**config.mk**
```make
export PLATFORM = sky130hd
export DESIGN_NAME = complex_div_flat
export DESIGN_NICKNAME = d
export VERILOG_FILES = /design/src/rtl/complex_div_if.sv /design/src/rtl/complex_div.sv /design/src/flat_wrapper.sv
export SDC_FILE = /design/constraint.sdc
export NUM_CORES = 1
export LEC_CHECK = 0
export ABC_AREA = 1
export ABC_CLOCK_PERIOD_IN_PS = 8000
export BUFFER_PORTS_ARGS = -buffer_cell sky130_fd_sc_hd__buf_2
export CORE_ASPECT_RATIO = 0.6
export CORE_UTILIZATION = 65
export DETAILED_ROUTE_END_ITERATION = 8
export PLACE_DENSITY = 0.85
export SLEW_MARGIN = 15
export SYNTH_ARGS = -nofsm -noshare
export SYNTH_HDL_FRONTEND = slang
export SYNTH_SLANG_ARGS = --single-unit
export TNS_END_PERCENT = 20
```
**constraint.sdc**
```tcl
create_clock -name i_clk -period 8 [get_ports i_clk]
set_input_delay 1.2 -clock i_clk [delete_from_list [all_inputs] [get_ports i_clk]]
set_output_delay 1.2 -clock i_clk [all_outputs]
set_load 0.01 [all_outputs]
```
**src/rtl/complex_div_if.sv**
```systemverilog
`default_nettype none
// ============================================================================
// Module      : complex_div_if
// Description : Operand and result handshake bundle for complex_div.
// Revision    : 1.0
// ============================================================================
interface complex_div_if #(
    parameter int P_INPUT_WIDTH    = 8,
    parameter int P_POINT_POSITION = 3
);
    localparam int c_OW = P_INPUT_WIDTH + P_POINT_POSITION + 1;

    logic                     i_valid;
    logic                     o_ready;
    logic [P_INPUT_WIDTH-1:0] i_Ar;
    logic [P_INPUT_WIDTH-1:0] i_Ai;
    logic [P_INPUT_WIDTH-1:0] i_Br;
    logic [P_INPUT_WIDTH-1:0] i_Bi;
    logic                     o_valid;
    logic                     i_ready;
    logic [c_OW-1:0]          o_ResR;
    logic [c_OW-1:0]          o_ResI;
    logic                     o_dz;

    modport master (
        output i_valid, i_Ar, i_Ai, i_Br, i_Bi, i_ready,
        input  o_ready, o_valid, o_ResR, o_ResI, o_dz
    );

    modport slave (
        input  i_valid, i_Ar, i_Ai, i_Br, i_Bi, i_ready,
        output o_ready, o_valid, o_ResR, o_ResI, o_dz
    );
endinterface
`default_nettype wire

```
**src/rtl/complex_div.sv**
```systemverilog
`default_nettype none
// ============================================================================
// Module      : complex_div
// Description : Iterative fixed-point complex divider Q = A / B, one quotient
//               bit per cycle on both components, truncating toward zero.
// Revision    : 1.0
// ============================================================================
module complex_div #(
    parameter int P_INPUT_WIDTH    = 8,
    parameter int P_POINT_POSITION = 3
) (
    input  wire logic    i_clk,
    input  wire logic    i_rst,
    complex_div_if.slave bus
);
    localparam int c_W  = P_INPUT_WIDTH;
    localparam int c_F  = P_POINT_POSITION;
    localparam int c_K  = c_W + c_F;
    localparam int c_OW = c_K + 1;
    localparam int c_PW = 2 * c_W;
    localparam int c_NW = 2 * c_W + 1;
    localparam int c_XW = c_NW + c_F;
    localparam int c_CW = $clog2(c_K);
    localparam logic [c_CW-1:0] c_LAST = c_CW'(c_K - 1);

    typedef enum logic [2:0] {
        S_IDLE = 3'd0,
        S_LOAD = 3'd1,
        S_DIV  = 3'd2,
        S_SIGN = 3'd3,
        S_DONE = 3'd4
    } state_t;

    state_t                  r_state;
    state_t                  w_stateNext;
    logic [c_CW-1:0]         r_cnt;
    logic signed [c_W-1:0]   r_Ar, r_Ai, r_Br, r_Bi;
    logic [c_NW-1:0]         r_D;
    logic                    r_dz;
    logic                    r_dzOut;
    logic [c_NW-1:0]         r_rem [2];
    logic [c_K-1:0]          r_quo [2];
    logic [1:0]              r_neg;
    logic [c_OW-1:0]         r_res [2];

    logic signed [c_PW-1:0]  w_pArBr, w_pAiBi, w_pAiBr, w_pArBi, w_pBrBr, w_pBiBi;
    logic [c_NW-1:0]         w_D;
    logic signed [c_NW-1:0]  w_N [2];
    logic [c_XW-1:0]         w_x [2];
    logic [c_NW:0]           w_trial [2];
    logic [c_NW-1:0]         w_diff [2];
    logic                    w_ge [2];

    assign w_pArBr = c_PW'(r_Ar) * c_PW'(r_Br);
    assign w_pAiBi = c_PW'(r_Ai) * c_PW'(r_Bi);
    assign w_pAiBr = c_PW'(r_Ai) * c_PW'(r_Br);
    assign w_pArBi = c_PW'(r_Ar) * c_PW'(r_Bi);
    assign w_pBrBr = c_PW'(r_Br) * c_PW'(r_Br);
    assign w_pBiBi = c_PW'(r_Bi) * c_PW'(r_Bi);
    assign w_D     = c_NW'($unsigned(w_pBrBr)) + c_NW'($unsigned(w_pBiBi));

    // Lane 0 is the real component, lane 1 the imaginary one.
    always_comb begin
        w_N[0] = c_NW'(w_pArBr) + c_NW'(w_pAiBi);
        w_N[1] = c_NW'(w_pAiBr) - c_NW'(w_pArBi);
        for (int i = 0; i < 2; i++) begin
            w_x[i]     = {(w_N[i][c_NW-1] ? $unsigned(-w_N[i]) : $unsigned(w_N[i])), {c_F{1'b0}}};
            w_trial[i] = {r_rem[i], r_quo[i][c_K-1]};
            w_ge[i]    = (w_trial[i] >= {1'b0, r_D});
            w_diff[i]  = w_trial[i][c_NW-1:0] - r_D;
        end
    end

    always_ff @(posedge i_clk) begin
        if (i_rst) r_state <= S_IDLE;
        else       r_state <= w_stateNext;
    end

    // A zero divisor implies zero numerators, so it rides through SIGN
    // with all-zero quotients and lands in DONE two edges after acceptance.
    always_comb begin
        w_stateNext = r_state;
        case (r_state)
            S_IDLE: if (bus.i_valid) w_stateNext = S_LOAD;
            S_LOAD: w_stateNext = (w_D == '0) ? S_SIGN : S_DIV;
            S_DIV:  if (r_cnt == c_LAST) w_stateNext = S_SIGN;
            S_SIGN: w_stateNext = S_DONE;
            S_DONE: if (bus.i_ready) w_stateNext = S_IDLE;
            default: w_stateNext = S_IDLE;
        endcase
    end

    always_ff @(posedge i_clk) begin
        if (i_rst) begin
            r_cnt   <= '0;
            r_Ar    <= '0;
            r_Ai    <= '0;
            r_Br    <= '0;
            r_Bi    <= '0;
            r_D     <= '0;
            r_dz    <= 1'b0;
            r_dzOut <= 1'b0;
            r_neg   <= '0;
            for (int i = 0; i < 2; i++) begin
                r_rem[i] <= '0;
                r_quo[i] <= '0;
                r_res[i] <= '0;
            end
        end else begin
            case (r_state)
                S_IDLE: begin
                    if (bus.i_valid) begin
                        r_Ar <= bus.i_Ar;
                        r_Ai <= bus.i_Ai;
                        r_Br <= bus.i_Br;
                        r_Bi <= bus.i_Bi;
                    end
                end
                S_LOAD: begin
                    r_D   <= w_D;
                    r_dz  <= (w_D == '0);
                    r_cnt <= '0;
                    // Upper dividend bits seed the remainder; they are below D
                    // because the quotient always fits in K bits.
                    for (int i = 0; i < 2; i++) begin
                        r_neg[i] <= w_N[i][c_NW-1];
                        r_rem[i] <= c_NW'(w_x[i][c_XW-1:c_K]);
                        r_quo[i] <= w_x[i][c_K-1:0];
                    end
                end
                S_DIV: begin
                    r_cnt <= r_cnt + c_CW'(1);
                    for (int i = 0; i < 2; i++) begin
                        r_rem[i] <= w_ge[i] ? w_diff[i] : w_trial[i][c_NW-1:0];
                        r_quo[i] <= {r_quo[i][c_K-2:0], w_ge[i]};
                    end
                end
                S_SIGN: begin
                    r_dzOut <= r_dz;
                    for (int i = 0; i < 2; i++) begin
                        r_res[i] <= r_neg[i] ? -c_OW'(r_quo[i]) : c_OW'(r_quo[i]);
                    end
                end
                default: ;
            endcase
        end
    end

    assign bus.o_ready = (r_state == S_IDLE);
    assign bus.o_valid = (r_state == S_DONE);
    assign bus.o_ResR  = r_res[0];
    assign bus.o_ResI  = r_res[1];
    assign bus.o_dz    = r_dzOut;
endmodule
`default_nettype wire
```
**src/flat_wrapper.sv**
```systemverilog
// flat-port wrapper written by rule: the top's interface ports become plain ports
module complex_div_flat 
#(
    parameter int P_INPUT_WIDTH    = 8,
    parameter int P_POINT_POSITION = 3
)
  (i_clk, i_rst, bus_i_valid, bus_i_Ar, bus_i_Ai, bus_i_Br, bus_i_Bi, bus_i_ready, bus_o_ready, bus_o_valid, bus_o_ResR, bus_o_ResI, bus_o_dz);
  complex_div_if #(.P_INPUT_WIDTH(P_INPUT_WIDTH), .P_POINT_POSITION(P_POINT_POSITION)) bus_i ();
  input  wire logic i_clk;
  input  wire logic i_rst;
  input wire logic [$bits(bus_i.i_valid)-1:0] bus_i_valid;
  input wire logic [$bits(bus_i.i_Ar)-1:0] bus_i_Ar;
  input wire logic [$bits(bus_i.i_Ai)-1:0] bus_i_Ai;
  input wire logic [$bits(bus_i.i_Br)-1:0] bus_i_Br;
  input wire logic [$bits(bus_i.i_Bi)-1:0] bus_i_Bi;
  input wire logic [$bits(bus_i.i_ready)-1:0] bus_i_ready;
  output wire logic [$bits(bus_i.o_ready)-1:0] bus_o_ready;
  output wire logic [$bits(bus_i.o_valid)-1:0] bus_o_valid;
  output wire logic [$bits(bus_i.o_ResR)-1:0] bus_o_ResR;
  output wire logic [$bits(bus_i.o_ResI)-1:0] bus_o_ResI;
  output wire logic [$bits(bus_i.o_dz)-1:0] bus_o_dz;
  assign bus_i.i_valid = bus_i_valid;
  assign bus_i.i_Ar = bus_i_Ar;
  assign bus_i.i_Ai = bus_i_Ai;
  assign bus_i.i_Br = bus_i_Br;
  assign bus_i.i_Bi = bus_i_Bi;
  assign bus_i.i_ready = bus_i_ready;
  assign bus_o_ready = bus_i.o_ready;
  assign bus_o_valid = bus_i.o_valid;
  assign bus_o_ResR = bus_i.o_ResR;
  assign bus_o_ResI = bus_i.o_ResI;
  assign bus_o_dz = bus_i.o_dz;
  complex_div #(.P_INPUT_WIDTH(P_INPUT_WIDTH), .P_POINT_POSITION(P_POINT_POSITION)) u_core (.i_clk(i_clk), .i_rst(i_rst), .bus(bus_i));
endmodule
```
Word level (Yosys, flattened, before mapping)
Memory sizes are Yosys's and may differ from the RTL's.
Index checks and enable logic that the tools add are counted.
- bits of input ports: 36
- RAM bits: 80
- logic and storage cells: 87
- output and inout bits: 27
- register bits: 60
- memories: 3
- memory list (name ; words ; width ; read ports ; clocked after memory_dff ; write ports ; RTL line ; source):
    u_core.r_rem ; 2 ; 17 ; 2 ; 0 ; 2 ; complex_div.sv:41 ; logic [c_NW-1:0] r_rem [2];
    u_core.r_res ; 2 ; 12 ; 2 ; 0 ; 2 ; complex_div.sv:44 ; logic [c_OW-1:0] r_res [2];
    u_core.r_quo ; 2 ; 11 ; 2 ; 0 ; 2 ; complex_div.sv:42 ; logic [c_K-1:0] r_quo [2];
- add/subtract/negate cells: 10
- $lt $le $gt $ge: 2
- multiplexer cells: 33
- equality and inequality tests: 8
- multipliers: 6
- reduce and logical (&&, ||, !) cells: 5
- bitwise operators: 10
- operators with widths (kind ; count):
    $mux 17 ; 8
    $mul 8x8->16 ; 6
    $mux 12 ; 4
    $mux 11 ; 4
    $ge 18x17->1 ; 2
    $add 16x16->17 ; 2
    $neg 17->17 ; 2
    $sub 17x17->17 ; 2
    $neg 11->12 ; 2
    $logic_not 17->1 ; 1
    $sub 16x16->17 ; 1
    $pmux 3 s5 ; 1
    $mux 1 ; 12
    $or 1x1->1 ; 10
    $mux 3 ; 3
    $pmux 4 s2 ; 1
    $eq 3x2->1 const B ; 2
    $add 4x1->4 const B ; 1
    $eq 4x4->1 const B ; 1
    $ne 2x2->1 const B ; 2
    $eq 3x1->1 const B ; 1
    $eq 3x3->1 const B ; 1
    $logic_not 3->1 ; 1
    $reduce_and 3->1 ; 1
    other kinds (3) ; 3

Longest topological paths before layout
- depth in word-level cells: 6
- gate-level depth with buffers: 40
- gate-level depth less buffers: 39

Worst setup path after synthesis
No wires, ideal clock.
- path type: register to register
- start: register u_core.r_Bi[0]
- end: memory u_core.r_rem[0][4] (netlist bit), data pin
- data required time: 7.747 ns
- stages on the path, launching flop included: 30
- period minus slack after synthesis: 6.028 ns
- path buffers: 3
- setup time: 0.253 ns
- arrival time: 5.775 ns
- path slack: 1.972 ns
- path through: dfxtp_1 -> clkbuf_1 -> clkbuf_1 -> nand2_1 -> inv_1 -> fa_1 -> inv_1 -> fa_1 -> fa_1 -> inv_1 -> fa_1 -> inv_1 -> fa_1 -> fa_1 -> inv_1 -> ha_1 -> nand2_1 -> nor2_1 -> nand3_1 -> nand3_1 -> nand2_1 -> nor2_1 -> nand2_1 -> nand2_1 -> nand3_1 -> nand2_2 -> buf_4 -> nand3b_1 -> nand3_1 -> nand2_1
- RTL lines (item ; RTL line ; source):
    from (decl) ; complex_div.sv:37 ; logic signed [c_W-1:0] r_Ar, r_Ai, r_Br, r_Bi;
    from (signal assigned) ; complex_div.sv:116 ; r_Bi <= bus.i_Bi;
    to (decl) ; complex_div.sv:41 ;

==> results.py <==
metrics = {
    "status": {
        "status": "complete, no violations",
    },
    "detailed_routing": {
        "vias": 21300,
        "drt_iter0_markers": 2045,
        "wirelength_um": 67600,
        "dr.pass1.iters": 7,
        "drc": 0,
        "wl_per_cell_um": 17.7,
        "vias_per_cell": 5.57,
        "final_antenna_net_count": 0,
    },
    "cells_and_area": {
        "layout-drive-gt1-share": 0.0583,
        "syn_to_final_growth_pct": 5.05,
        "n_antenna_cell": 0,
        "nets": 3926,
    },
    "cts": {
        "cts_root_buffer": "clkbuf_16",
        "clkSinkCount": 140,
        "post-cts-setup-buffers": 0,
        "cts.path.max_buffers": 2,
        "numCtsBuffers": 17,
        "clkLatencyLatePin_ps": 460,
        "cts_hold_buf": 0,
        "h-tree-depth": 4,
        "cts_resized": 0,
        "cts_tree": "built",
        "clkTransAtPathRegs_ps": 70,
    },
    "synthesis": {
        "synth_edf_count": 80,
        "yosysSeqAreaShare": 0.143,
        "synthCells": 3299,
        "synth_cell_types": 59,
        "netlist_top_cells_area": "fa_1, inv_1, nand2_1",
        "synthArstFlopShare": 0,
        "synth_compound_area_frac": 0.0732,
        "synth_top_area_frac": 0.293,
        "synth_top_family_by_area": "adder cells",
        "synth.largest_area_cell": "fa_1",
        "ys.flop_type": "edfxtp_1",
        "syn_nets": 3930,
        "syn_avg_cell_area_um2": 7.66,
        "synth-xor-area-share": 0.0385,
        "synth_seq_cells": 140,
        "yosys.area_share.simple": 0.198,
        "synth.area.mux_share": 0,
        "yosysWarnings": 0,
        "synthAdderAreaFrac": 0.404,
        "netlist_area_um2": 25300,
    },
    "global_routing": {
        "grt_pass1_wl_um": 112000,
        "antenna_found_initial": 0,
        "grt_max_degree": 57,
        "overflow": 0,
        "grt_use_total": 0.358,
        "grt_pass1_vias": 22281,
    },
    "setup_path": {
        "ff2ff_path_depth": 26,
        "crit_type": "reg -> reg",
        "worstSetupStartpoint": "u_core.r_Bi[0]$_SDFFE_PP0P_",
        "cpPeakStageDelay_ps": 960,
        "critical_path_required_ps": 8210,
        "cp-end-kind": "flip-flop",
        "path_max_fanout": 26,
        "critPathArrivalTime_ps": 7140,
        "r2r_start": "u_core.r_Bi[0]$_SDFFE_PP0P_",
        "critPathLaunchType": "flip-flop",
        "critPathCapture": "u_core.r_rem[0][1]$_DFFE_PP_",
        "r2r_end": "u_core.r_rem[0][1]$_DFFE_PP_",
        "reg2reg_slack_ps": 1070,
        "slowest_stage": "dfxtp_1",
    },
    "timing": {
        "finalHoldViolations": 0,
        "fmax_ghz": 0.144,
        "worstMarginPinSlew_ps": 1120,
        "min_period_ps": 6930,
        "drv_slew": 0,
        "rsz0062_at_grt": "no",
        "fin_skew_ps": 15.3,
        "setup_violations": 0,
        "fin_tns_setup_ps": 0,
        "max-slew-margin-rel": 0.253,
        "period_share": 0.867,
    },
    "placed_design": {
        "dp_hpwl_um": 55000,
        "gp_congestion": 1.01,
        "portBuffers": 62,
    },
    "floorplan": {
        "num_rows": 55,
        "start_util": 0.665,
        "die_h_um": 155,
        "boundaryPins": 63,
        "core_area_um2": 38000,
        "die_area_um2": 39700,
        "fp.dieW_um": 257,
    },
    "worst_hold_path": {
        "min_path_type": "reg -> reg",
        "worstHoldPathCells": 1,
    },
    "flow_run": {
        "maxCapViolations": 0,
    },
}
flip-flops by register name (all words and copies together), names as in the netlist:
register	cells
u_core.r_Ar	8
u_core.r_dz	1
u_core.r_res	24
u_core.bus.o_dz	1
u_core.r_rem	34
u_core.r_Bi	8
u_core.r_Ai	8
u_core.r_Br	8
u_core.r_quo	22
u_core.r_D	17
u_core.r_cnt	4
u_core.r_state	3
u_core.r_neg	2
cell families (layout without fill, tap and decap cells):
logic type	count (synthesis)	in the layout
AOI/OAI and AO/OA	328	328
xor gates and xnor gates	108	108
adders and majority gates	595	595
buffers and inverters	945	954
DFF	140	140
and+or+nand+nor	1183	1183
metal layers:
metal	vias to the layer above	track usage	routed length, um	share of wire
li1	9967	-	-	-
met5	-	0	0	0
met2	940	0.554	29400	0.44
met3	138	0.0834	7440	0.11
met1	10255	0.501	29100	0.43
met4	0	0.113	1650	0.024
worst max-delay path, delay by kind of cell, from the launching register on:
family	cells	cell delay (ps)
buffers and inverters	5	680
and+or+nand+nor	14	1740
adders and majority gates	7	3310
DFF	1	960
area by class of cell:
class | instances | area [um2]
multi-input cells | 2214 | 18100
well taps | 513 | 642
fillers | 2996 | 11400
clock inverters | 13 | 141
flip-flops and latches | 140 | 3600
clock buffers | 19 | 464
inverters | 836 | 3140
repair buffers | 86 | 490
cells in the final DEF (no fill, tap or decap), types with 25 or more instances in the layout:
cell type	netlist	final
xnor2_1	49	49
dfxtp_1	60	59
edfxtp_1	80	80
fa_1	370	370
o21ai_0	71	71
xor2_1	57	57
inv_1	807	807
inv_2	25	25
ha_1	225	225
buf_2	6	62
nor2_1	155	153
nand3_1	125	125
nor3_1	30	30
o21ai_1	38	38
nand4_1	41	41
nand2_1	773	772
a21oi_1	152	152
metrics by stage:
step	hold WS, ps	std cells	util	area (um2)	setup WS (ps)
after detailed placement	463	3789	0.683	25900	1180
after CTS	476	3821	0.699	26500	1150
after floorplan	419	3299	-	25300	1970
after global routing	496	3821	0.699	26500	598
final	475	3821	0.699	26500	1070
after global placement	454	3789	0.683	25900	1330
cells in the mapped netlist, types with 3 or more instances:
library cell	count
inv_1	807
nand2_1	773
fa_1	370
ha_1	225
nor2_1	155
a21oi_1	152
nand3_1	125
clkbuf_1	90
edfxtp_1	80
o21ai_0	71
dfxtp_1	60
xor2_1	57
xnor2_1	49
nand4_1	41
o21ai_1	38
nor3_1	30
inv_2	25
nand3b_1	17
o22ai_1	13
nand2_2	11
o211ai_1	9
a21o_1	8
buf_4	7
o21bai_1	7
a31oi_1	6
buf_2	6
o31ai_1	5
a21boi_0	4
nand3_2	4
nand4_2	4
buf_1	3
nor2_2	3
nor2_4	3
nor4_1	3
o21a_1	3
or2_1	3
worst min path at each step:
stage                                 start                            to  slack, ps
2_1_floorplan      u_core.r_dz$_SDFFE_PP0N_  u_core.bus.o_dz$_SDFFE_PP0P_        420
3_3_place_gp   u_core.r_cnt[3]$_SDFFE_PP0P_  u_core.r_cnt[3]$_SDFFE_PP0P_        450
3_5_place_dp   u_core.r_cnt[3]$_SDFFE_PP0P_  u_core.r_cnt[3]$_SDFFE_PP0P_        460
4_1_cts        u_core.r_cnt[3]$_SDFFE_PP0P_  u_core.r_cnt[3]$_SDFFE_PP0P_        480
5_1_grt        u_core.r_cnt[3]$_SDFFE_PP0P_  u_core.r_cnt[3]$_SDFFE_PP0P_        500
6_report       u_core.r_cnt[3]$_SDFFE_PP0P_  u_core.r_cnt[3]$_SDFFE_PP0P_        480
Power is left out: the tool's default activity adds up to more than one toggle a clock period on the data nets, which glitch-free logic cannot reach.
